[config.mk]
export PLATFORM = sky130hd
export DESIGN_NAME = ram_arbiter_flat
export DESIGN_NICKNAME = d
export VERILOG_FILES = /design/src/rtl/ram_arbiter_if.sv /design/src/rtl/ram_arbiter.sv /design/src/flat_wrapper.sv
export SDC_FILE = /design/constraint.sdc
export NUM_CORES = 1
export LEC_CHECK = 0
export CAP_MARGIN = 5
export CORE_MARGIN = 2
export CORE_UTILIZATION = 42
export CTS_CLUSTER_SIZE = 12
export DETAILED_ROUTE_END_ITERATION = 8
export PLACE_DENSITY_LB_ADDON = 0.1
export RECOVER_POWER = 25
export SLEW_MARGIN = 0
export SYNTH_ARGS = -nofsm -noshare
export SYNTH_HDL_FRONTEND = slang
export SYNTH_SLANG_ARGS = --single-unit
export TNS_END_PERCENT = 10
[constraint.sdc]
create_clock -name clk -period 3.4 [get_ports clk]
set_clock_uncertainty 0.2 [all_clocks]
set_input_delay 0.34 -clock clk [delete_from_list [all_inputs] [get_ports clk]]
set_output_delay 0.34 -clock clk [all_outputs]
set_load 0.02 [all_outputs]
[src/rtl/ram_arbiter_if.sv]
// Client-facing request/response channels and the RAM pin bus of ram_arbiter.
// Pure wiring: no logic, no latency.
// Clients hold req*_valid until req*_ready; the arbiter owns all RAM strobes.
interface ram_arbiter_if #(
    parameter int ADDR_WIDTH = 8,
    parameter int DATA_WIDTH = 8
);
    // requester 0
    logic                  req0_valid;
    logic                  req0_ready;
    logic                  req0_we;
    logic [ADDR_WIDTH-1:0] req0_addr;
    logic [DATA_WIDTH-1:0] req0_wdata;
    logic                  rsp0_valid;
    logic [DATA_WIDTH-1:0] rsp0_rdata;
    // requester 1
    logic                  req1_valid;
    logic                  req1_ready;
    logic                  req1_we;
    logic [ADDR_WIDTH-1:0] req1_addr;
    logic [DATA_WIDTH-1:0] req1_wdata;
    logic                  rsp1_valid;
    logic [DATA_WIDTH-1:0] rsp1_rdata;
    // RAM pins
    logic [ADDR_WIDTH-1:0] ram_address;
    logic [DATA_WIDTH-1:0] ram_data_in;
    logic [DATA_WIDTH-1:0] ram_data_out;
    logic                  ram_cs;
    logic                  ram_we;
    logic                  ram_oe;
    // status
    logic                  busy;

    // arbiter side
    modport slave (
        input  req0_valid, req0_we, req0_addr, req0_wdata,
        output req0_ready, rsp0_valid, rsp0_rdata,
        input  req1_valid, req1_we, req1_addr, req1_wdata,
        output req1_ready, rsp1_valid, rsp1_rdata,
        output ram_address, ram_data_in, ram_cs, ram_we, ram_oe,
        input  ram_data_out,
        output busy
    );

    // client + RAM side
    modport master (
        output req0_valid, req0_we, req0_addr, req0_wdata,
        input  req0_ready, rsp0_valid, rsp0_rdata,
        output req1_valid, req1_we, req1_addr, req1_wdata,
        input  req1_ready, rsp1_valid, rsp1_rdata,
        input  ram_address, ram_data_in, ram_cs, ram_we, ram_oe,
        output ram_data_out,
        input  busy
    );
endinterface

[src/rtl/ram_arbiter.sv]
// Round-robin arbiter sharing one asynchronous single-port RAM between two clients.
// Latency: handshake T, strobe T+2, rsp_valid T+3, next handshake T+4 (1 access / 4 cycles).
// Backpressure: ready only in IDLE for the granted client; losers hold valid until granted.
module ram_arbiter #(
    parameter int ADDR_WIDTH = 8,
    parameter int DATA_WIDTH = 8
) (
    input  logic          clk,
    input  logic          rst_n,
    ram_arbiter_if.slave  bus
);
    typedef enum logic [1:0] {
        IDLE    = 2'd0,
        SETUP   = 2'd1,
        ACCESS  = 2'd2,
        RECOVER = 2'd3
    } state_t;

    state_t state;
    state_t state_nxt;

    logic last_grant;   // owner of the most recent accepted request
    logic owner;        // owner of the in-flight request
    logic op_we;        // in-flight request is a write
    logic grant0;
    logic grant1;

    // Round-robin pick: a lone requester wins; on contention the one not served last wins.
    always_comb begin
        grant0 = bus.req0_valid && (!bus.req1_valid || last_grant);
        grant1 = bus.req1_valid && (!bus.req0_valid || !last_grant);
    end

    // State register; reset returns to IDLE at once so strobes fall without a clock.
    always_ff @(posedge clk or negedge rst_n) begin
        if (!rst_n) begin
            state <= IDLE;
        end else begin
            state <= state_nxt;
        end
    end

    // Next state and the purely state-decoded outputs (ready, strobes, rsp pulses, busy).
    always_comb begin
        state_nxt      = state;
        bus.req0_ready = 1'b0;
        bus.req1_ready = 1'b0;
        bus.ram_cs     = 1'b0;
        bus.ram_we     = 1'b0;
        bus.ram_oe     = 1'b0;
        bus.rsp0_valid = 1'b0;
        bus.rsp1_valid = 1'b0;
        bus.busy       = 1'b1;
        case (state)
            IDLE: begin
                bus.busy       = 1'b0;
                bus.req0_ready = grant0;
                bus.req1_ready = grant1;
                if (grant0 || grant1) begin
                    state_nxt = SETUP;
                end
            end
            SETUP: begin
                state_nxt = ACCESS;
            end
            ACCESS: begin
                bus.ram_cs = 1'b1;
                bus.ram_we = op_we;
                bus.ram_oe = !op_we;
                state_nxt  = RECOVER;
            end
            RECOVER: begin
                bus.rsp0_valid = !owner;
                bus.rsp1_valid = owner;
                state_nxt      = IDLE;
            end
            default: begin
                state_nxt = IDLE;
            end
        endcase
    end

    // Latch the winning request; address/data feed the RAM pins directly so they are
    // settled from SETUP onward and cannot move while cs is high.
    always_ff @(posedge clk or negedge rst_n) begin
        if (!rst_n) begin
            last_grant      <= 1'b1;
            owner           <= 1'b0;
            op_we           <= 1'b0;
            bus.ram_address <= '0;
            bus.ram_data_in <= '0;
        end else if (state == IDLE && (grant0 || grant1)) begin
            last_grant      <= grant1;
            owner           <= grant1;
            op_we           <= grant1 ? bus.req1_we    : bus.req0_we;
            bus.ram_address <= grant1 ? bus.req1_addr  : bus.req0_addr;
            bus.ram_data_in <= grant1 ? bus.req1_wdata : bus.req0_wdata;
        end
    end

    // Capture the response at the closing edge of ACCESS; writes report zero.
    always_ff @(posedge clk or negedge rst_n) begin
        if (!rst_n) begin
            bus.rsp0_rdata <= '0;
            bus.rsp1_rdata <= '0;
        end else if (state == ACCESS) begin
            if (owner) begin
                bus.rsp1_rdata <= op_we ? '0 : bus.ram_data_out;
            end else begin
                bus.rsp0_rdata <= op_we ? '0 : bus.ram_data_out;
            end
        end
    end
endmodule

[src/flat_wrapper.sv]
// flat-port wrapper written by rule: the top's interface ports become plain ports
module ram_arbiter_flat 
#(
    parameter int ADDR_WIDTH = 8,
    parameter int DATA_WIDTH = 8
)
  (clk, rst_n, bus_req0_valid, bus_req0_we, bus_req0_addr, bus_req0_wdata, bus_req0_ready, bus_rsp0_valid, bus_rsp0_rdata, bus_req1_valid, bus_req1_we, bus_req1_addr, bus_req1_wdata, bus_req1_ready, bus_rsp1_valid, bus_rsp1_rdata, bus_ram_address, bus_ram_data_in, bus_ram_cs, bus_ram_we, bus_ram_oe, bus_ram_data_out, bus_busy);
  ram_arbiter_if #(.ADDR_WIDTH(ADDR_WIDTH), .DATA_WIDTH(DATA_WIDTH)) bus_i ();
  input  logic clk;
  input  logic rst_n;
  input wire logic [$bits(bus_i.req0_valid)-1:0] bus_req0_valid;
  input wire logic [$bits(bus_i.req0_we)-1:0] bus_req0_we;
  input wire logic [$bits(bus_i.req0_addr)-1:0] bus_req0_addr;
  input wire logic [$bits(bus_i.req0_wdata)-1:0] bus_req0_wdata;
  output wire logic [$bits(bus_i.req0_ready)-1:0] bus_req0_ready;
  output wire logic [$bits(bus_i.rsp0_valid)-1:0] bus_rsp0_valid;
  output wire logic [$bits(bus_i.rsp0_rdata)-1:0] bus_rsp0_rdata;
  input wire logic [$bits(bus_i.req1_valid)-1:0] bus_req1_valid;
  input wire logic [$bits(bus_i.req1_we)-1:0] bus_req1_we;
  input wire logic [$bits(bus_i.req1_addr)-1:0] bus_req1_addr;
  input wire logic [$bits(bus_i.req1_wdata)-1:0] bus_req1_wdata;
  output wire logic [$bits(bus_i.req1_ready)-1:0] bus_req1_ready;
  output wire logic [$bits(bus_i.rsp1_valid)-1:0] bus_rsp1_valid;
  output wire logic [$bits(bus_i.rsp1_rdata)-1:0] bus_rsp1_rdata;
  output wire logic [$bits(bus_i.ram_address)-1:0] bus_ram_address;
  output wire logic [$bits(bus_i.ram_data_in)-1:0] bus_ram_data_in;
  output wire logic [$bits(bus_i.ram_cs)-1:0] bus_ram_cs;
  output wire logic [$bits(bus_i.ram_we)-1:0] bus_ram_we;
  output wire logic [$bits(bus_i.ram_oe)-1:0] bus_ram_oe;
  input wire logic [$bits(bus_i.ram_data_out)-1:0] bus_ram_data_out;
  output wire logic [$bits(bus_i.busy)-1:0] bus_busy;
  assign bus_i.req0_valid = bus_req0_valid;
  assign bus_i.req0_we = bus_req0_we;
  assign bus_i.req0_addr = bus_req0_addr;
  assign bus_i.req0_wdata = bus_req0_wdata;
  assign bus_req0_ready = bus_i.req0_ready;
  assign bus_rsp0_valid = bus_i.rsp0_valid;
  assign bus_rsp0_rdata = bus_i.rsp0_rdata;
  assign bus_i.req1_valid = bus_req1_valid;
  assign bus_i.req1_we = bus_req1_we;
  assign bus_i.req1_addr = bus_req1_addr;
  assign bus_i.req1_wdata = bus_req1_wdata;
  assign bus_req1_ready = bus_i.req1_ready;
  assign bus_rsp1_valid = bus_i.rsp1_valid;
  assign bus_rsp1_rdata = bus_i.rsp1_rdata;
  assign bus_ram_address = bus_i.ram_address;
  assign bus_ram_data_in = bus_i.ram_data_in;
  assign bus_ram_cs = bus_i.ram_cs;
  assign bus_ram_we = bus_i.ram_we;
  assign bus_ram_oe = bus_i.ram_oe;
  assign bus_i.ram_data_out = bus_ram_data_out;
  assign bus_busy = bus_i.busy;
  ram_arbiter #(.ADDR_WIDTH(ADDR_WIDTH), .DATA_WIDTH(DATA_WIDTH)) u_core (.clk(clk), .rst_n(rst_n), .bus(bus_i));
endmodule
==> results.md <==
- Status: finished, violations left
- Failing checks: max-capacitance violations, max-slew violations
- Setup Viol. Count Final: 0
- Post-synthesis cell type count: 23
- RSZ-0062 raised after global routing: false
- Avg Synthesized Cell Area: 9.030 um2
- PwrDens: 937.9 mW/mm2
- Max-Cap Viols: 1
- Core area: 0.003744 mm2
- Post-DR wirelength/cell: 12.66 um
- CTS Buf Count: 5
- DPL Wire Length: 2939 um
- Final Critical Period: between 2000 and 3000 ps
- Post-CTS setup buffers: 0
- Seq/Total Area, Yosys: between 50 and 60%
- Vias in the first global route: 1,443
- Pins Over Slew Limit: 38
- Antenna violations before repair: 0
- Cells after synthesis: roughly 180
- Slew margin rel.: -28.74%
- Fill count: between 300 and 400
- Initial DRC count: 57
- Netlist Area Pre-Place: 0.001662 mm2
- Worst Path Arrival: 2040 ps
- Largest net degree at the start of global routing: 38
- Routability congestion estimate from global placement: 0.7447
- Yosys top cell by area: dfrtp_1
- Total wire length: 4000 um
- Ys Warns: 0
- Commonest cells post-synth: nand2_1, dfrtp_1, nor2_1, a31oi_1, o21ai_0
- Diodes inserted: 0
- Row count: 22
- Max Buffers Root-to-Sink: 2
- Setup TNS: 0 ps
- Worst-margin pin slew: 1931 ps
- Net Count, Synth: 233
- Async SR Flop Fraction: 100.0%
- CP Max Fanout: 19
- Total Power: approximately 0.0025 W
- Final worst-path cycle share: about three quarters
- Number of synthesized flops with an enable pin: 0
- Number of nets in the layout: about 320
- First-pass GRT wire length: 6251 um
- Min-Delay Path Class: reg2reg
- DRT antenna net count: 0
- M2 GR Usage: 34.63%
- Drt first pass iters: 5
- Vias per inst: 4.880
- Top cells by area, synth: dfrtp_1, nand2_1, a31oi_1
- # DRC: 0
- Ys flop type: dfrtp_1
- Critical Path Start Type: input pin
- Crit Path Category: in2out
- Die area: around 0.0045 mm2
- Share of cells above drive strength 1: 5.597%
- Multi-input logic area: between 600 and 700 um2
- Peak supply drop: 536.6 uV
- Most instantiated library cell after synthesis: nand2_1
- H-tree levels: 2
- Port Buffers: 85
- Tot GR Track Use: 19.10%
- Clock Latency Late Sink: 290 ps
- CP Capture Type: output pin
- Flops & latches, synth: 37
- Max Freq: between 300 and 400 MHz
- Lkg Pwr: 1.135 nW
- Reg clk slew, reported paths: 70 ps
- Layer with the highest usage: met2
- Final Hold Fails: 0
- Met1 Usage GRT: 20.02%
- Register area: 927.1 um2
- Area share of the largest cell type after synthesis: 54.22%
- Root buffer cell: clkbuf_8
- Post-Route Utilization: 71.09%
- Grt total ovfl: 0
- Vias: around 1,500
- Critical Path RT: 2860 ps
- Die Span X: 66.90 um
- Clock sinks: 37
- IO Count: 86
- Die height: 66.90 um
- Met3 Track Usage GR: 5.068%
- Initial Utilization: 44.39%
- Area growth syn-to-layout: 60.17%
- CTS resizes: 0
- CTS tree: done
-- cell families (layout without fill, tap and decap cells) --
| group | Yosys count | after routing | synth area share (%) |
|---|---|---|---|
| AO/OA/AOI/OAI | 41 | 41 | 14.61 |
| AND/OR/NAND/NOR | 86 | 86 | 21.91 |
| multiplexers | 1 | 1 | 0.9033 |
| adder cells (fa/ha/maj) | 3 | 3 | 2.259 |
| flip-flops | 37 | 37 | 55.80 |
| buffers and inverters | 16 | 100 | 4.517 |
-- flip-flops by register name (all words and copies together) (netlist names) --
register / count
u_core.bus.ram_address: 8
u_core.bus.ram_data_in: 8
u_core.bus.rsp1_rdata: 8
u_core.op_we: 1
u_core.last_grant: 1
u_core.state: 2
u_core.owner: 1
u_core.bus.rsp0_rdata: 8
-- per-stage QoR --
stage / cells / hold WS, ps / cell area (um2) / setup WS (ps)
floorplan: 184 / -155.6 / 1662 / 1583
global placement: 307 / 263.9 / 2519 / 833.9
detailed placement: 307 / 270.3 / 2519 / 827.9
CTS: 316 / 287.3 / 2663 / 809.2
global route: 316 / 312.9 / 2661 / 510.9
finish: 316 / 277.3 / 2661 / 819.2
-- layout by cell type (no fill, tap or decap), drive strengths merged --
| cell type | instances |
|---|---|
| clkdlybuf4s50 | 84 |
| nand2 | 52 |
| dfrtp | 36 |
| nor2 | 19 |
| a31oi | 18 |
| o21ai | 16 |
| nand2b | 9 |
| clkbuf | 6 |
| inv | 5 |
| a21oi | 3 |
| ha | 3 |
| nor2b | 2 |
| and2 | 2 |
| bufinv | 2 |
| a21bo | 1 |
| o22ai | 1 |
| o21a | 1 |
| a21boi | 1 |
| nor3 | 1 |
| or3 | 1 |
| mux2 | 1 |
| clkinv | 1 |
| dlygate4sd3 | 1 |
| buf | 1 |
| dfstp | 1 |
-- power by group --
| group | switching [W] | total, W | internal [W] |
|---|---|---|---|
| Combinational | 0.000656 | 0.00125 | 0.000599 |
| Sequential | 0.000136 | 0.000793 | 0.000657 |
| Clock | 0.000157 | 0.000448 | 0.000291 |
-- routing by layer --
layer,wire length [um],part of all wire (%)
met1,1664,42
met2,1990,50
met3,268,6.7
met4,76,1.9
met5,0,0
-- path summary, 6_finish.rpt --
path / slack [ps] / cells past startpoint / end / start
setup / recovery: 820 / 4 / bus_req1_ready / bus_req1_valid
hold / removal: 280 / 2 / u_core.bus.rsp0_rdata[2] / u_core.bus.rsp0_rdata[2]
setup reg to reg: 1530 / 5 / u_core.state[1] / u_core.state[0]
hold reg to reg: 280 / 2 / u_core.bus.rsp0_rdata[2] / u_core.bus.rsp0_rdata[2]
max in group asynchronous: 960 / 2 / u_core.bus.rsp1_rdata[1] / rst_n
min in group asynchronous: 930 / 2 / u_core.bus.rsp0_rdata[4] / rst_n
-- timing repair --
item                                    in CTS  in global routing
hold buffers                                 1                  0
endpoints found under the setup margin       0                  0
hold endpoints to repair                    36                  0
-- layout make-up --
class	instances	area share, %
clock buffers	5	2.586
clock inverters	3	2.445
inverters	5	0.7052
multi-input cells	131	24.78
flip-flops and latches	37	34.84
well taps	48	2.257
repair buffers	87	32.39
-- critical path, stage by stage --
cell and delay, ps:
clkdlybuf4s50_1 580, a21bo_2 390, nor2_1 130, clkdlybuf4s50_1 610
Note: power is estimated with default switching activity, not from simulation.
